<file path="config.mk">
export PLATFORM = sky130hd
export DESIGN_NAME = input_conditioner_flat
export DESIGN_NICKNAME = d
export VERILOG_FILES = /design/src/rtl/input_conditioner_if.sv /design/src/rtl/input_conditioner.sv /design/src/flat_wrapper.sv
export SDC_FILE = /design/constraint.sdc
export NUM_CORES = 1
export LEC_CHECK = 0
export ABC_AREA = 1
export BUFFER_PORTS_ARGS = -buffer_cell sky130_fd_sc_hd__buf_4
export CAP_MARGIN = 20
export CELL_PAD_IN_SITES_DETAIL_PLACEMENT = 1
export CELL_PAD_IN_SITES_GLOBAL_PLACEMENT = 2
export CORE_UTILIZATION = 27
export CTS_CLUSTER_SIZE = 25
export DETAILED_ROUTE_END_ITERATION = 12
export PLACE_DENSITY_LB_ADDON = 0.1
export SYNTH_ARGS = -nofsm -noshare
export SYNTH_HDL_FRONTEND = slang
export SYNTH_HIERARCHICAL = 1
export SYNTH_SLANG_ARGS = --single-unit
</file>
<file path="constraint.sdc">
create_clock -name clka -period 1.1 [get_ports clka]
set_clock_uncertainty 0.2 [all_clocks]
set_input_delay 0.11 -clock clka [delete_from_list [all_inputs] [get_ports clka]]
set_output_delay 0.11 -clock clka [all_outputs]
set_load 0.1 [all_outputs]
</file>
<file path="src/rtl/input_conditioner_if.sv">
// input_conditioner_if
//   Groups the raw button/switch inputs, the game-FSM state code and the
//   conditioned outputs of the input conditioner.
//   master : the side driving raw inputs and consuming conditioned outputs
//   slave  : the conditioner itself
//   Signals:
//     enter_btn, restart_btn : raw asynchronous bouncing buttons, active-high
//     sw[3:0]                : raw asynchronous value switches
//     state[3:0]             : game-FSM state code, synchronous to clka
//     enter                  : one-cycle accepted-press pulse
//     restart                : debounced restart level
//     sw_val[3:0]            : switch value captured at the last accepted press
//     input_err              : one-cycle pulse on an out-of-range press
interface input_conditioner_if;
    logic       enter_btn;
    logic       restart_btn;
    logic [3:0] sw;
    logic [3:0] state;
    logic       enter;
    logic       restart;
    logic [3:0] sw_val;
    logic       input_err;

    modport master (
        output enter_btn, restart_btn, sw, state,
        input  enter, restart, sw_val, input_err
    );

    modport slave (
        input  enter_btn, restart_btn, sw, state,
        output enter, restart, sw_val, input_err
    );
endinterface

</file>
<file path="src/rtl/input_conditioner.sv">
// input_conditioner
//   Synchronizes and debounces the enter/restart buttons and the value
//   switches, then turns each debounced enter press into at most one
//   enter (valid value) or input_err (out-of-range value) pulse, judged
//   against the current game-FSM state code.
//   Ports:
//     clka      : sole clock, rising edge
//     restart_n : synchronous active-low reset
//     io        : input_conditioner_if.slave (buttons, switches, state in;
//                 enter, restart, sw_val, input_err out)
//   Parameter:
//     DEBOUNCE_CYCLES : consecutive stable cycles to accept a level change

// Per-button debounce cell: counts cycles where the synchronized input
// disagrees with the accepted level; accepts after N disagreeing cycles.
module ic_debounce #(
    parameter int N = 16
) (
    input  logic clka,
    input  logic restart_n,
    input  logic din,
    output logic level
);
    localparam int CW = (N > 1) ? $clog2(N) : 1;

    logic [CW-1:0] cnt;

    always_ff @(posedge clka) begin
        if (!restart_n) begin
            cnt   <= '0;
            level <= 1'b0;
        end else if (din == level) begin
            cnt <= '0;
        end else if (cnt == CW'(N - 1)) begin
            // last disagreeing cycle: accept; counter stops here, never wraps
            level <= din;
            cnt   <= '0;
        end else begin
            cnt <= cnt + 1'b1;
        end
    end
endmodule

module input_conditioner #(
    parameter int DEBOUNCE_CYCLES = 16
) (
    input  logic                 clka,
    input  logic                 restart_n,
    input_conditioner_if.slave   io
);
    localparam int NUM_BTN = 2;  // [0] enter, [1] restart
    localparam int SYNC_W  = NUM_BTN + 4;

    typedef enum logic {WAIT_PRESS, WAIT_RELEASE} press_st_t;
    typedef enum logic [1:0] {V_IGNORE, V_VALID, V_INVALID} verdict_t;

    // ---------------- two-flop synchronizers ----------------
    logic [SYNC_W-1:0] raw, s1, s2;

    assign raw = {io.sw, io.restart_btn, io.enter_btn};

    always_ff @(posedge clka) begin
        if (!restart_n) begin
            s1 <= '0;
            s2 <= '0;
        end else begin
            s1 <= raw;
            s2 <= s1;
        end
    end

    logic [3:0] sw_s;
    assign sw_s = s2[SYNC_W-1:NUM_BTN];

    // ---------------- debounce, one cell per button ----------------
    logic [NUM_BTN-1:0] db_lvl;

    genvar gi;
    generate
        for (gi = 0; gi < NUM_BTN; gi++) begin : g_db
            ic_debounce #(.N(DEBOUNCE_CYCLES)) u_db (
                .clka      (clka),
                .restart_n (restart_n),
                .din       (s2[gi]),
                .level     (db_lvl[gi])
            );
        end
    endgenerate

    logic db_enter, db_restart;
    assign db_enter   = db_lvl[0];
    assign db_restart = db_lvl[1];

    // ---------------- value range check ----------------
    verdict_t verdict;

    always_comb begin
        verdict = V_IGNORE;
        case (io.state)
            4'b0000, 4'b0010: verdict = V_VALID;
            4'b0011:          verdict = (sw_s <= 4'd2) ? V_VALID : V_INVALID;
            4'b0100, 4'b0101: verdict = (sw_s <= 4'd8) ? V_VALID : V_INVALID;
            4'b0110:          verdict = (sw_s >= 4'd1 && sw_s <= 4'd9) ? V_VALID : V_INVALID;
            default:          verdict = V_IGNORE;
        endcase
    end

    // ---------------- press FSM ----------------
    press_st_t  st_q, st_d;
    logic       enter_q, enter_d;
    logic       err_q, err_d;
    logic [3:0] sw_val_q, sw_val_d;

    always_ff @(posedge clka) begin
        if (!restart_n) begin
            st_q     <= WAIT_PRESS;
            enter_q  <= 1'b0;
            err_q    <= 1'b0;
            sw_val_q <= '0;
        end else begin
            st_q     <= st_d;
            enter_q  <= enter_d;
            err_q    <= err_d;
            sw_val_q <= sw_val_d;
        end
    end

    always_comb begin
        st_d     = st_q;
        enter_d  = 1'b0;
        err_d    = 1'b0;
        sw_val_d = sw_val_q;
        if (db_restart) begin
            // restart dominates; parking in WAIT_RELEASE means a press held
            // across restart must be released before it can count
            st_d = WAIT_RELEASE;
        end else begin
            case (st_q)
                WAIT_PRESS: begin
                    if (db_enter) begin
                        st_d = WAIT_RELEASE;
                        case (verdict)
                            V_VALID: begin
                                enter_d  = 1'b1;
                                sw_val_d = sw_s;
                            end
                            V_INVALID: err_d = 1'b1;
                            default:   ;
                        endcase
                    end
                end
                WAIT_RELEASE: begin
                    if (!db_enter) st_d = WAIT_PRESS;
                end
                default: st_d = WAIT_PRESS;
            endcase
        end
    end

    assign io.enter     = enter_q;
    assign io.input_err = err_q;
    assign io.sw_val    = sw_val_q;
    assign io.restart   = db_restart;
endmodule

</file>
<file path="src/flat_wrapper.sv">
// flat-port wrapper written by rule: the top's interface ports become plain ports
module input_conditioner_flat 
#(
    parameter int DEBOUNCE_CYCLES = 16
)
  (clka, restart_n, io_enter_btn, io_restart_btn, io_sw, io_state, io_enter, io_restart, io_sw_val, io_input_err);
  input_conditioner_if io_i ();
  input  logic clka;
  input  logic restart_n;
  input wire logic [$bits(io_i.enter_btn)-1:0] io_enter_btn;
  input wire logic [$bits(io_i.restart_btn)-1:0] io_restart_btn;
  input wire logic [$bits(io_i.sw)-1:0] io_sw;
  input wire logic [$bits(io_i.state)-1:0] io_state;
  output wire logic [$bits(io_i.enter)-1:0] io_enter;
  output wire logic [$bits(io_i.restart)-1:0] io_restart;
  output wire logic [$bits(io_i.sw_val)-1:0] io_sw_val;
  output wire logic [$bits(io_i.input_err)-1:0] io_input_err;
  assign io_i.enter_btn = io_enter_btn;
  assign io_i.restart_btn = io_restart_btn;
  assign io_i.sw = io_sw;
  assign io_i.state = io_state;
  assign io_enter = io_i.enter;
  assign io_restart = io_i.restart;
  assign io_sw_val = io_i.sw_val;
  assign io_input_err = io_i.input_err;
  input_conditioner #(.DEBOUNCE_CYCLES(DEBOUNCE_CYCLES)) u_core (.clka(clka), .restart_n(restart_n), .io(io_i));
endmodule
</file>
; After elaboration in Yosys (flattened, before gate mapping)
; Index checks and enable logic that the tools add are counted.
[word_totals]
register_bits = 29
elab_cells = 51
[op_classes]
addsub = 2
order_cmp = 4
n_eq_ne = 11
mux = 8
n_bitwise = 6
n_reduce_logical = 10
[op_table]
columns = cell, n
row1 = == test 4 x 3 -> 1 bit (second input constant), 3
row2 = adder 4 x 1 -> 4 bit (second input constant), 2
row3 = == test 4 x 2 -> 1 bit (second input constant), 2
row4 = == test 4 bit (second input constant), 2
row5 = <= comparator 4 bit (second input constant), 2
row6 = case mux 2 bit (4 select lines), 1
row7 = two-way mux 2 bit, 3
row8 = inverter 1 bit, 6
row9 = OR reduction 3 bit, 2
row10 = greater-or-equal comparator 4 x 1 -> 1 bit (second input constant), 1
row11 = <= comparator 4 x 2 -> 1 bit (second input constant), 1
row12 = zero test 4 bit, 1
row13 = two-way mux 1 bit, 4
row14 = AND reduction 2 bit, 2
row15 = AND reduction 4 bit, 1
row16 = OR reduction 2 bit, 2
row17 = OR reduction 4 bit, 1
row18 = == test 1 bit, 2
row19 = == test 2 x 1 -> 1 bit (second input constant), 1
row20 = == test 2 bit (second input constant), 1
row21 = logical AND 1 bit, 1

; Longest topological paths before layout
[logic_depth]
word_depth = 6
ltp_mapped = 9
mapped_depth_nobuf = 9

; By module
; Netlist, hierarchy kept.
[modules_own_cells]
columns = module, instances, cells_each, area_per_inst_um2, seq_area_each_um2
row1 = input_conditioner, 1, 105, 753.2, 380.4
row2 = ic_debounce, 2, 27, 216.5, 100.1

; Worst setup path after synthesis
; No wires, ideal clock.
[synth_timing]
kind = register -> register
start = reg u_core.g_db[1].u_db.level
end = reg u_core.sw_val_q[0], in the netlist u_core/io.sw_val[0]
setup_time_ps = 119
arrival_ps = 1417
required_time_ps = 781
setup_slack_ps = -636
path_stages_with_launch = 6
path_buffers = 0
period_less_slack_ps = 1736
path_cell_list = dfxtp_1 > nor2_1 > nand2_1 > inv_2 > a21oi_1 > nor2_1
[synth_between]
elab_chain_len = 2
[synth_lines]
columns = item, line_no
row1 = from (decl), input_conditioner.sv:22  ; output logic level
row2 = from (signal assigned), input_conditioner.sv:36  ; level <= din;
row3 = inverter 1 bit (no line), -
row4 = AND reduction 4 bit (no line), -
row5 = to (signal assigned), input_conditioner.sv:124  ; sw_val_q <= sw_val_d;
row6 = to (decl), input_conditioner.sv:112  ; logic [3:0] sw_val_q, sw_val_d;
; Every way passes these cells.
; A chain may end at the register's enable or synchronous reset.

; Worst setup path after layout
[layout_timing]
start = reg u_core.s2[4]
end = reg u_core.sw_val_q[1], in the netlist u_core/io.sw_val[1]
[layout_between]
elab_chain_len = 6
elab_cells_between_ends = 11
[layout_lines]
columns = item, line_no
row1 = from (decl), input_conditioner.sv:58  ; logic [SYNC_W-1:0] raw, s1, s2;
row2 = from (signal assigned), input_conditioner.sv:65  ; s2 <= '0;
row3 = from (signal assigned), input_conditioner.sv:68  ; s2 <= s1;
row4 = greater-or-equal comparator 4 x 1 -> 1 bit / <= comparator 4 bit (equally long branches), input_conditioner.sv:103  ; 4'b0110: verdict = (sw_s >= 4'd1 && sw_s <= 4'd9) ? V_VALID : V_INVALID;
row5 = logical AND 1 bit, input_conditioner.sv:103
row6 = two-way mux 2 bit, input_conditioner.sv:103
row7 = case mux 2 bit (4 select lines) *, input_conditioner.sv:99  ; case (io.state)
row8 = == test 2 x 1 -> 1 bit *, input_conditioner.sv:142  ; case (verdict)
row9 = AND reduction 4 bit (no line) *, -
; Every way passes the cells marked *; elsewhere a longest branch is shown, timed or not.

==> flow_summary_export.csv <==
group,metric,value,unit
power,power_frac_comb,9.2,%
placed_design,place_area,0.001504,mm2
finish,area_growth_syn_to_layout,73.00,%
clocking,clockBufferDepth,2,
detailed_routing,dr.first_iter.drc_count,10,
finish,nFillCells,471,
detailed_routing,wl,2722,um
logic_synthesis,yosysSeqAreaShare,48.95,%
power,p_int,1.914,mW
detailed_routing,viasPerCell,4.250,
logic_synthesis,synth.avg_cell_area,7.460,um2
logic_synthesis,postSynthNetCount,173,
finish,drive_above_1_share,50.00,%
run,drv_cap,0,
global_route,grt_max_degree,14,
run_status,status,"finished, violations left",
worst_setup_path,r2r_end,"u_core/io.sw_val[1]",
worst_setup_path,timing.rr.start,"u_core/s2[4]",
floorplan,die_x,68.28,um
hold_path,worstHoldStart,"restart_n",
floorplan,die-height,68.28,um
timing,whs,-78.71,ps
power,p_seq_share,44.1,%
floorplan,dieArea,0.004662,mm2
logic_synthesis,ys_types,19,
timing,setup_viol,11,
detailed_routing,final_antenna_net_count,0,
global_route,grt.overflow.total,0,
power,powerDensity,1196,mW/mm2
logic_synthesis,ys_seq_elements,29,
global_route,grt_pass1_wl,4388,um
finish,layout_commonest_cell,"nand2_1",
floorplan,num_rows,23,
worst_setup_path,worstSetupPathType,"reg2reg",
finish,final_cell_area,0.002052,mm2
hold_path,min-delay-path-class,"in2reg",
timing,tightest_slew,340.2,ps
clocking,tritoncts,"done",
worst_setup_path,arrival,1310,ps
finish,nNetsFinal,223,
timing,hold_viol,6,
timing,rsz0062_at_grt,"yes",
timing,min_period,1335,ps
clocking,cts_buffers,5,
power,p_clk_share,46.8,%
floorplan,coreArea,0.004115,mm2
timing,setup_ws,-235.3,ps
detailed_routing,post_drt_wl_per_cell,10.47,um
worst_setup_path,cp.required,1080,ps
timing,min_period_over_period,121.4,%
clocking,cts.sinks,29,
detailed_routing,dr.pass1.iters,4,
floorplan,start_util,28.82,%
placed_design,place_hpwl,1809,um
run_status,violations,"negative hold slack, negative setup slack",
timing,slew_viol_final,0,
timing,max_freq,748.9,MHz
worst_setup_path,reg2regPathDepth,8,
global_route,antenna_found_initial,0,
finish,final_cell_mix,"nand2_1, buf_4, inv_1",
detailed_routing,num_vias,1105,
timing,slew-limit-headroom,77.23,%
clocking,cts_root_buf,"clkbuf_8",
clocking,clkTransAtPathRegs,60,ps
power,power_switching,0.5406,mW
worst_setup_path,critPathCaptureType,"flop",
power,peakVddDrop,0.0005089,V
logic_synthesis,syn_area,0.001186,mm2
logic_synthesis,synth_cells,159,
worst_setup_path,path_max_fanout,5,
finish,diodes,0,
floorplan,pin_count,19,
clocking,cts_htree_levels,2,
clocking,postCtsHoldBufs,7,
timing,finalSetupTns,-1357,ps
global_route,grt_pass1_vias,1049,
power,cellLeakagePower,0.9547,nW
worst_setup_path,start_kind,"flop",
detailed_routing,route.detailed.drc,0,
clocking,clk_latency,280,ps
logic_synthesis,yosysWarnings,6,
hold_path,hold_path_end,"u_core/g_db[1].u_db/level",
placed_design,place.port_buffers,18,
hold_path,holdPathStages,3,
placed_design,gp_congestion,0.7336,
global_route,track_usage,12.86,%
power,netSwitchingFraction,22.03,%
worst_setup_path,r2r_slack,-240,ps
metal layers:
metal  track usage, %  part of all wire [%]  routed length, um
met5                0                     0                  0
met1            15.43                    45               1221
met4            4.688                   1.1                 30
met3            5.000                   3.7                100
met2            20.59                    50               1369
cell usage after synthesis:
cell type | count | area [um2]
nand3_4 | 1 | 17.52
nor3_1 | 1 | 5.000
nor2_2 | 1 | 6.260
o21ai_0 | 1 | 5.000
buf_6 | 1 | 11.26
inv_2 | 4 | 15.01
nor2_4 | 1 | 11.26
nand2_1 | 38 | 142.6
nand3_2 | 4 | 40.04
nand3_1 | 11 | 55.05
dfxtp_1 | 29 | 580.6
clkbuf_1 | 1 | 3.750
nor2_1 | 26 | 97.59
nand4_1 | 2 | 12.51
ha_1 | 2 | 25.02
a21oi_1 | 6 | 30.03
inv_1 | 26 | 97.59
xnor2_1 | 2 | 17.52
or2_1 | 2 | 12.51
kinds of logic after synthesis:
logic type               after synthesis  share of synthesized area (%)
XOR/XNOR                               2                          1.477
adder cells (fa/ha/maj)                2                          2.109
buffers and inverters                 32                          10.76
AND/OR/NAND/NOR                       87                          33.75
AO/OA/AOI/OAI                          7                          2.953
flip-flops                            29                          48.95
metrics by stage:
stage          util, %  hold slack [ps]  worst slack, ps  power, mW  std cells
6_report         49.86           -78.71           -235.3      2.454        260
4_1_cts          47.19           -83.79           -237.2      2.462        260
3_3_place_gp     36.55            91.58           -225.5      1.258        240
3_5_place_dp     36.55            98.52           -264.8      1.263        240
5_1_grt          49.86           -72.54           -284.3      2.573        260
2_1_floorplan        -            7.631           -130.1      1.187        159
state kept, by name, summed over array words and instances (netlist names):
signal,cells
u_core/s1,6
u_core/io.input_err,1
u_core/io.enter,1
u_core/g_db.u_db/cnt,8
u_core/s2,6
u_core/io.sw_val,4
u_core/g_db.u_db/level,2
u_core/st_q,1
worst max path at each step:
stage | end | slack, ps | startpoint
3_5_place_dp | u_core/io.sw_val[0] | -260 | u_core/s2[3]
2_1_floorplan | u_core/io.sw_val[0] | -130 | u_core/s2[3]
5_1_grt | u_core/io.sw_val[1] | -280 | u_core/s2[3]
3_3_place_gp | u_core/io.sw_val[1] | -230 | u_core/s2[5]
6_report | u_core/io.sw_val[1] | -240 | u_core/s2[4]
4_1_cts | u_core/io.sw_val[0] | -240 | u_core/s2[3]
critical path, stage by stage, from the launching register on:
cell     delay, ps
dfxtp_4        370
nor2_4         130
nand2_2         70
nand2_2         80
nand2_4         60
nand3_4        130
nand3_1         90
nand2_1         70
nor2_1          40
timing repair:
item / in CTS / in global routing
gates cloned: 1 / 0
resized for setup: 50 / 33
buffers inserted: 4 / 0
hold endpoints to repair: 14 / 6
pin swaps: 13 / 9
setup endpoints to repair: 23 / 23
area by class of cell:
| type | count | area [um2] | area share [%] |
|---|---|---|---|
| Clock inverter | 1 | 30.03 | 1.463 |
| Multi-Input combinational cell | 99 | 699.4 | 34.09 |
| Tap cell | 50 | 62.56 | 3.049 |
| Clock buffer | 7 | 86.33 | 4.207 |
| Inverter | 30 | 115.1 | 5.610 |
| Timing Repair Buffer | 44 | 442.9 | 21.59 |
| Sequential cell | 29 | 615.6 | 30.00 |
power groups by stage:
stage	registers, mW	logic, mW	clock network [mW]
3_3_place_gp	1.11	0.152	0
2_1_floorplan	1.10	0.0828	0
4_1_cts	1.08	0.203	1.18
5_1_grt	1.08	0.247	1.24
3_5_place_dp	1.11	0.156	0
6_report	1.08	0.225	1.15
Power figures use the tool's default switching activity.
